File: config.mk
export PLATFORM = sky130hd
export DESIGN_NAME = cpu_cycle_controller
export DESIGN_NICKNAME = d
export VERILOG_FILES = /design/src/rtl/cpu_cycle_controller.sv
export SDC_FILE = /design/constraint.sdc
export NUM_CORES = 1
export LEC_CHECK = 0
export CAP_MARGIN = 20
export CORE_MARGIN = 10
export CORE_UTILIZATION = 52
export DETAILED_ROUTE_END_ITERATION = 16
export GPL_ROUTABILITY_DRIVEN = 0
export PLACE_DENSITY_LB_ADDON = 0.1
export REMOVE_ABC_BUFFERS = 1
export SYNTH_ARGS = -nofsm -noshare
export SYNTH_HDL_FRONTEND = slang
export SYNTH_SLANG_ARGS = --single-unit
File: constraint.sdc
create_clock -name i_CLK -period 2.64 [get_ports i_CLK]
set_input_delay 0.528 -clock i_CLK [delete_from_list [all_inputs] [get_ports i_CLK]]
set_output_delay 0.528 -clock i_CLK [all_outputs]
set_load 0.02 [all_outputs]
File: src/rtl/cpu_cycle_controller.sv
// rtl/cpu_cycle_controller.sv - multi-cycle FETCH/DECODE/EXEC/WB sequencer with fetch timeout fault.
// Optional single-step mode selected by defining SINGLE_STEP_EN (adds i_Step).
module cpu_cycle_controller #(
  parameter int MEM_TIMEOUT = 15,
  parameter int PC_WIDTH    = 8
) (
  input  logic                i_CLK,
  input  logic                i_RST,
  input  logic                i_Run,
`ifdef SINGLE_STEP_EN
  input  logic                i_Step,
`endif
  output logic                o_IMemReq,
  output logic [PC_WIDTH-1:0] o_PC,
  input  logic                i_IMemValid,
  output logic                o_IRLoad,
  input  logic                i_WriteBack,
  input  logic                i_ShowR1,
  input  logic                i_ShowR2,
  output logic                o_RegRead,
  output logic                o_ALUEn,
  output logic                o_RegWrite,
  output logic                o_ShowLoad,
  output logic [2:0]          o_State,
  output logic                o_Fault,
  output logic [15:0]         o_InstrCount
);

  typedef enum logic [2:0] {
    S_IDLE   = 3'd0,
    S_FETCH  = 3'd1,
    S_DECODE = 3'd2,
    S_EXEC   = 3'd3,
    S_WB     = 3'd4,
    S_FAULT  = 3'd7
  } state_t;

  localparam logic [7:0] LP_WAIT_LAST = 8'(MEM_TIMEOUT - 1);

  state_t                r_state;
  state_t                w_next;
  logic [7:0]            r_wait;
  logic [PC_WIDTH-1:0]   r_pc;
  logic [15:0]           r_instr_count;
  logic                  w_start;
  state_t                w_after_wb;

`ifdef SINGLE_STEP_EN
  assign w_start    = i_Run & i_Step;
  assign w_after_wb = S_IDLE;
`else
  assign w_start    = i_Run;
  assign w_after_wb = i_Run ? S_FETCH : S_IDLE;
`endif

  always_comb begin
    w_next     = S_IDLE;
    o_IMemReq  = 1'b0;
    o_IRLoad   = 1'b0;
    o_RegRead  = 1'b0;
    o_ALUEn    = 1'b0;
    o_RegWrite = 1'b0;
    o_ShowLoad = 1'b0;
    case (r_state)
      S_IDLE:   w_next = w_start ? S_FETCH : S_IDLE;
      S_FETCH: begin
        o_IMemReq = 1'b1;
        // A valid word arriving on the last allowed cycle still wins over the timeout.
        if (i_IMemValid) begin
          o_IRLoad = 1'b1;
          w_next   = S_DECODE;
        end else if (r_wait == LP_WAIT_LAST) begin
          w_next = S_FAULT;
        end else begin
          w_next = S_FETCH;
        end
      end
      S_DECODE: begin
        o_RegRead = 1'b1;
        w_next    = S_EXEC;
      end
      S_EXEC: begin
        o_ALUEn = 1'b1;
        w_next  = S_WB;
      end
      S_WB: begin
        o_RegWrite = i_WriteBack;
        o_ShowLoad = i_ShowR1 | i_ShowR2;
        w_next     = w_after_wb;
      end
      S_FAULT:  w_next = S_FAULT;
      default:  w_next = S_IDLE;
    endcase
    if (i_RST) begin
      o_IMemReq  = 1'b0;
      o_IRLoad   = 1'b0;
      o_RegRead  = 1'b0;
      o_ALUEn    = 1'b0;
      o_RegWrite = 1'b0;
      o_ShowLoad = 1'b0;
    end
  end

  always_ff @(posedge i_CLK) begin
    if (i_RST) begin
      r_state       <= S_IDLE;
      r_wait        <= 8'd0;
      r_pc          <= '0;
      r_instr_count <= 16'd0;
    end else begin
      r_state <= w_next;
      // Held at zero outside FETCH so every FETCH entry starts a fresh count.
      if (r_state != S_FETCH) begin
        r_wait <= 8'd0;
      end else if (!i_IMemValid) begin
        r_wait <= r_wait + 8'd1;
      end
      if (r_state == S_WB) begin
        r_pc          <= r_pc + 1'b1;
        r_instr_count <= r_instr_count + 16'd1;
      end
    end
  end

  assign o_PC         = r_pc;
  assign o_InstrCount = r_instr_count;
  assign o_State      = r_state;
  assign o_Fault      = (r_state == S_FAULT);

endmodule
==> impl_metrics.json <==
{
  "outcome": "completed",
  "ios": 41,
  "crit_chain": "clkdlybuf4s50_1 > buf_4 > nor3b_1 > clkdlybuf4s50_1",
  "die_w_um": 77.1,
  "rsz0062_at_grt": "false",
  "post-cts-setup-buffer-count": 0,
  "start_kind": "input port",
  "end_kind": "output port",
  "synth.top_cell.area_share_pct": 41.3,
  "most-common-layout-cells": "clkdlybuf4s50_1 (37), dfxtp_1 (35), nor2_1 (32)",
  "grt_usage_pct": 13.1,
  "fmax_mhz": 396,
  "ys_types": 39,
  "die_area_um2": 5950,
  "synth-seq-cells": 35,
  "path_delay_family": "buffers and inverters",
  "path_buf_inv": 3,
  "crit_slowest_cell": "clkdlybuf4s50_1",
  "min_path_cells": 2,
  "min_period_ps": 2530,
  "hold_viol_final": 0,
  "detail_route.iter0.violations": 102,
  "yosys_warnings": 0,
  "clk_path_buf_depth": 2,
  "place_inst": 274,
  "placed_area_um2": 2180,
  "fin_tns_setup_ps": 0,
  "yosysTopAreaCell": "dfxtp_1",
  "ys_seq_area_share_pct": 41.3,
  "worstReg2RegStart": "o_State[1]",
  "synthCells": 189,
  "skew_ps": 8.34,
  "worstPathMaxFanout": 15,
  "avgSynthCellArea_um2": 8.98,
  "antenna_found_initial": 0,
  "synth_async_sr_flop_share_pct": 0,
  "clk_latency_ps": 340,
  "wl_per_cell_um": 13.8,
  "hold_start": "o_InstrCount[14]",
  "netlist_area_um2": 1700,
  "drc": 0,
  "cp.arrival_ps": 2000,
  "grt_overflow": 0,
  "fp.dieH_um": 77.1,
  "wl_um": 3900,
  "setup_viol": 0,
  "p_leak_nw": 0.781,
  "r2r_end": "o_InstrCount[15]",
  "whs_ps": 528,
  "cp_data_required_time_ps": 2110,
  "max_cap_violations": 0,
  "numCtsBuffers": 5,
  "nets": 248,
  "relSlewSlack_pct": 75.4,
  "hold_class": "reg2reg",
  "reg2reg_depth": 5,
  "port_buffers": 40,
  "layout_commonest_cell": "clkdlybuf4s50_1",
  "start_util_pct": 55.2,
  "fill_cells": 272,
  "hold_end": "o_InstrCount[14]",
  "clock_sinks": 35,
  "r2r_slack_ps": 850,
  "antenna_left": 0,
  "grt_max_degree": 21,
  "power.density_nw_per_um2": 422,
  "dr.pass1.iters": 4,
  "rows": 20,
  "critical_path_class": "in2out",
  "cts.htree.levels": 2,
  "post-route-period-util_pct": 95.7,
  "synthTopCellsByArea": "dfxtp_1 (41%), nor2_1 (7.1%), xnor2_1 (6.2%)",
  "drive_above_1_share_pct": 9.24,
  "area_growth_pct": 30.9,
  "holdBufCountCts": 0,
  "grt_pass1_vias": 1381,
  "clockRootBuffer": "clkbuf_4",
  "peakVddDrop_v": 0.000317,
  "instances_no_fill": 282,
  "cts.clk_slew.worst_paths_ps": 100,
  "via_count": 1501,
  "path_common_cell": "clkdlybuf4s50_1",
  "design_area_um2": 2220,
  "synth_edf_count": 0,
  "drv_slew": 0,
  "place.detailed.hpwl_um": 2980,
  "cts_tree": "yes",
  "ys.flop_type": "dfxtp_1",
  "core-area_um2": 3080,
  "ctsResizeCount": 3,
  "antenna_cells": 0,
  "tightest_slew_ps": 366,
  "slowest_delay_ps": 630,
  "vias_per_cell": 5.32,
  "grt_pass1_wl_um": 6500
}
cell families (layout without fill, tap and decap cells):
group | after synthesis | in the layout | synth area share [%]
AND/OR/NAND/NOR | 93 | 93 | 32.4
flip-flops | 35 | 35 | 41.3
XOR/XNOR | 21 | 21 | 10.8
AO/OA/AOI/OAI | 19 | 19 | 6.49
buffers and inverters | 13 | 62 | 3.54
adder cells (fa/ha/maj) | 4 | 4 | 2.95
multiplexers | 4 | 4 | 2.51
registers in the layout, summed over array words and instances (netlist names):
signal        flops
o_InstrCount     16
r_wait            8
o_State           3
o_PC              8
synth_stat cells (2+ instances only):
| cell | number |
|---|---|
| a21oi_1 | 8 |
| nor3b_1 | 2 |
| nand2_1 | 14 |
| xor2_1 | 9 |
| inv_1 | 6 |
| a311oi_1 | 2 |
| nor2b_1 | 4 |
| nand4bb_4 | 2 |
| nor3b_2 | 2 |
| dfxtp_1 | 35 |
| nor3_1 | 5 |
| clkbuf_1 | 2 |
| and4_1 | 2 |
| xnor2_1 | 12 |
| mux2_1 | 2 |
| buf_2 | 3 |
| mux2i_1 | 2 |
| ha_1 | 4 |
| nand4_1 | 4 |
| nor2_1 | 32 |
| nor4_1 | 3 |
| nand3_1 | 8 |
| o21ai_0 | 6 |
| or3_1 | 5 |
power breakdown:
| group | leakage (nW) | switching, mW | internal (mW) | total (mW) |
|---|---|---|---|---|
| clock | 0.0293 | 0.178 | 0.104 | 0.281 |
| sequential | 0.282 | 0.00726 | 0.535 | 0.542 |
| combinational | 0.469 | 0.0575 | 0.0562 | 0.114 |
| total | 0.781 | 0.242 | 0.695 | 0.937 |
how the worst max path moves through the flow:
| stage | to | cells after the start | from | slack (ps) |
|---|---|---|---|---|
| 2_1_floorplan | o_ShowLoad | 2 | o_State[2] | 380 |
| 6_report | o_ShowLoad | 4 | i_RST | 110 |
| 3_3_place_gp | o_IRLoad | 4 | i_RST | -70 |
| 5_1_grt | o_ShowLoad | 4 | i_RST | 50 |
| 4_1_cts | o_ShowLoad | 4 | i_RST | 100 |
| 3_5_place_dp | o_IRLoad | 4 | i_RST | -110 |
cell type report:
class	count	area [um^2]	area share, %
Sequential cell	35	701	31.5
Tap cell	44	55.1	2.48
Multi-Input combinational cell	141	937	42.2
Inverter	6	22.5	1.01
Clock inverter	1	5.00	0.225
Timing Repair Buffer	48	457	20.6
Clock buffer	7	45.0	2.03
metrics by stage:
stage	utilization [%]	worst slack [ps]	power, mW
detailed placement	70.7	-106	0.671
global route	72.2	50.1	0.969
CTS	72.2	96.3	0.942
global placement	70.7	-74.8	0.668
floorplan	-	377	0.610
finish	72.2	114	0.937
worst min-delay path, delay by kind of cell (launching register included):
| family | cells | cell delay [ps] |
|---|---|---|
| flip-flops | 1 | 350 |
| AO/OA/AOI/OAI | 2 | 140 |
layer usage:
metal	up-vias	routed length [um]	GRT usage (%)	share of wire, %
met5	-	0	0	0
met4	0	51	3.83	1.3
met3	5	347	7.23	8.9
met2	46	1700	19.5	44
met1	700	1800	15.7	46
li1	750	-	-	-
Note: power is estimated with default switching activity, not from simulation.
==> variant, RTL diff (same settings) <==
Set the parameter `PC_WIDTH` to 7 (it was 8).
--- a/src/rtl/cpu_cycle_controller.sv
+++ b/src/rtl/cpu_cycle_controller.sv
@@ -4,3 +4,3 @@
   parameter int MEM_TIMEOUT = 15,
-  parameter int PC_WIDTH    = 8
+  parameter int PC_WIDTH    = 7
 ) (
Ports: changed (resized o_PC); port bits go from 41 to 40. The function was not compared with the original's and may differ.
==> variant against the original RTL <==
  * Synthesized area is 8.2% lower
  * Routed wire length is 4.6% lower
  * Power is 8.4% higher
  * Critical path depth stayed put
  * Setup slack worse by 0.058 ns
  * Synthesized cell count is 2.1% lower
  * Maximum frequency is 2.2% lower
  * Cell area is 6.0% lower
  * Clock skew is 0.0058 ns higher
  * Sequential cell count is 1 lower
  * Sequential power is 3% lower
==> variant: results (changes against the original RTL) <==
Outcome = finished, final reports clean
Start point of the worst min-delay path = o_InstrCount[15]
Maximum net fanout on the critical path = 3 (-12)
Clock Pin Slew Worst Setup and Hold Paths = 0.12 ns (+0.02 ns)
Number of flip-flops in the largest register = 16 (unchanged)
DR vias/cell = 5.578 (+4.8%)
Netlist cell types = 30 (-23%)
Number of DRC violations after detailed-routing iteration 0 = 53 (-48%)
End of the worst register-to-register path = o_InstrCount[13]
Tightest slew margin relative to the limit = 57.35% (-18 points)
Top cells by instance count after synthesis = dfxtp_1, nor2_1, nand2_1
Reported sequential group power = 0.000527 W (-3%)
Switching pwr = 0.0002500 W (+3.2%)
Sequential-to-total area share from yosys stat = 43.66% (+2.4 points)
Synthesized instance count = 185 (-2.1%)
Wire length of the first global-routing pass = 6237 µm (-4.0%)
Via count of the first global-routing pass = 1400 (+1.4%)
Share of the synthesized netlist area taken by xor and xnor gates = 12.92% (+2.1 points)
Post-cts repair resize count = 5 (+2)
Max rail drop VDD = 0.0006106 V (+93%)
PortBufs = 39 (-2.5%)
Compound-cell area share of the yosys netlist = 6.822% (+0.34 points)
Final critical delay including setup and external delays = 2.584 ns (+0.05778 ns)
Critical-path top delay cell = or4b_2
Multiplexer fraction of the synthesized cell area = 0% (-2.5 points)
Adder-cell share of the synthesized area = 3.210% (+0.26 points)
1st-pass router iterations = 6 (+2)
Hold Worst Slack = 0.4937 ns (-0.03414 ns)
Number of nets in the layout = 242 (-2.4%)
Worst endpoint data arrival time = 2.06 ns (+0.06 ns)
Vias post-DR = 1467 (-2.3%)
Maximum buffer depth of the clock tree = 2 (unchanged)
Power in the clock group = 0.000385 W (+37%)
Number of inserted filler cells in the final layout = 231 (-15%)
Area contributors post-synth = dfxtp_1, nor2_1, xnor2_1
Reg-to-reg slack, setup = 0.41 ns (-0.44 ns)
Critical path destination = o_IMemReq
Largest net degree at the start of global routing = 31 (+48%)
Terminating pin of the worst hold path = o_InstrCount[15]
Gate family responsible for the most delay along the worst path = buffers and inverters
Post-detailed-route wirelength per cell = 14.15 µm (+2.3%)
Cell count after placement = 255 (-6.9%)
Crit path largest cell delay = 0.68 ns (+0.05 ns)
Overall Global Routing Usage = 14.08% (+0.99 points)
Worst-case reg-to-reg path depth = 6 (+1)
Proportion of layout cells with a drive suffix above 1 = 8.621% (-0.62 points)
Leakage component of the power = 0.7459 nW (-4.5%)
Final setup skew = 0.01416 ns (+0.005814 ns)
==> variant: metrics by stage <==
| step | total power, W | cell area (µm²) |
|---|---|---|
| after floorplan | 0.0005856 | 1525 |
| after global placement | 0.0006425 | 2014 |
| after detailed placement | 0.0006449 | 2014 |
| after CTS | 0.001025 | 2091 |
| after global routing | 0.001057 | 2090 |
| final | 0.001016 | 2090 |
==> variant: cell type report <==
| class | instances | area, µm² | area share (%) |
|---|---|---|---|
| Timing Repair Buffer | 47 | 442.9 | 21.20 |
| Clock buffer | 5 | 37.54 | 1.796 |
| Sequential cell | 34 | 680.7 | 32.57 |
| Inverter | 6 | 22.52 | 1.078 |
| Tap cell | 31 | 38.79 | 1.856 |
| Multi-Input combinational cell | 137 | 822.0 | 39.34 |
| Clock inverter | 3 | 45.04 | 2.156 |
==> variant: metal layers <==
layer	vias to the layer above	wire (µm)	track usage, %
met4	0	65	6.303
met2	35	1918	25.17
met5	-	0	0
li1	727	-	-
met3	8	238	4.468
met1	697	1499	14.85
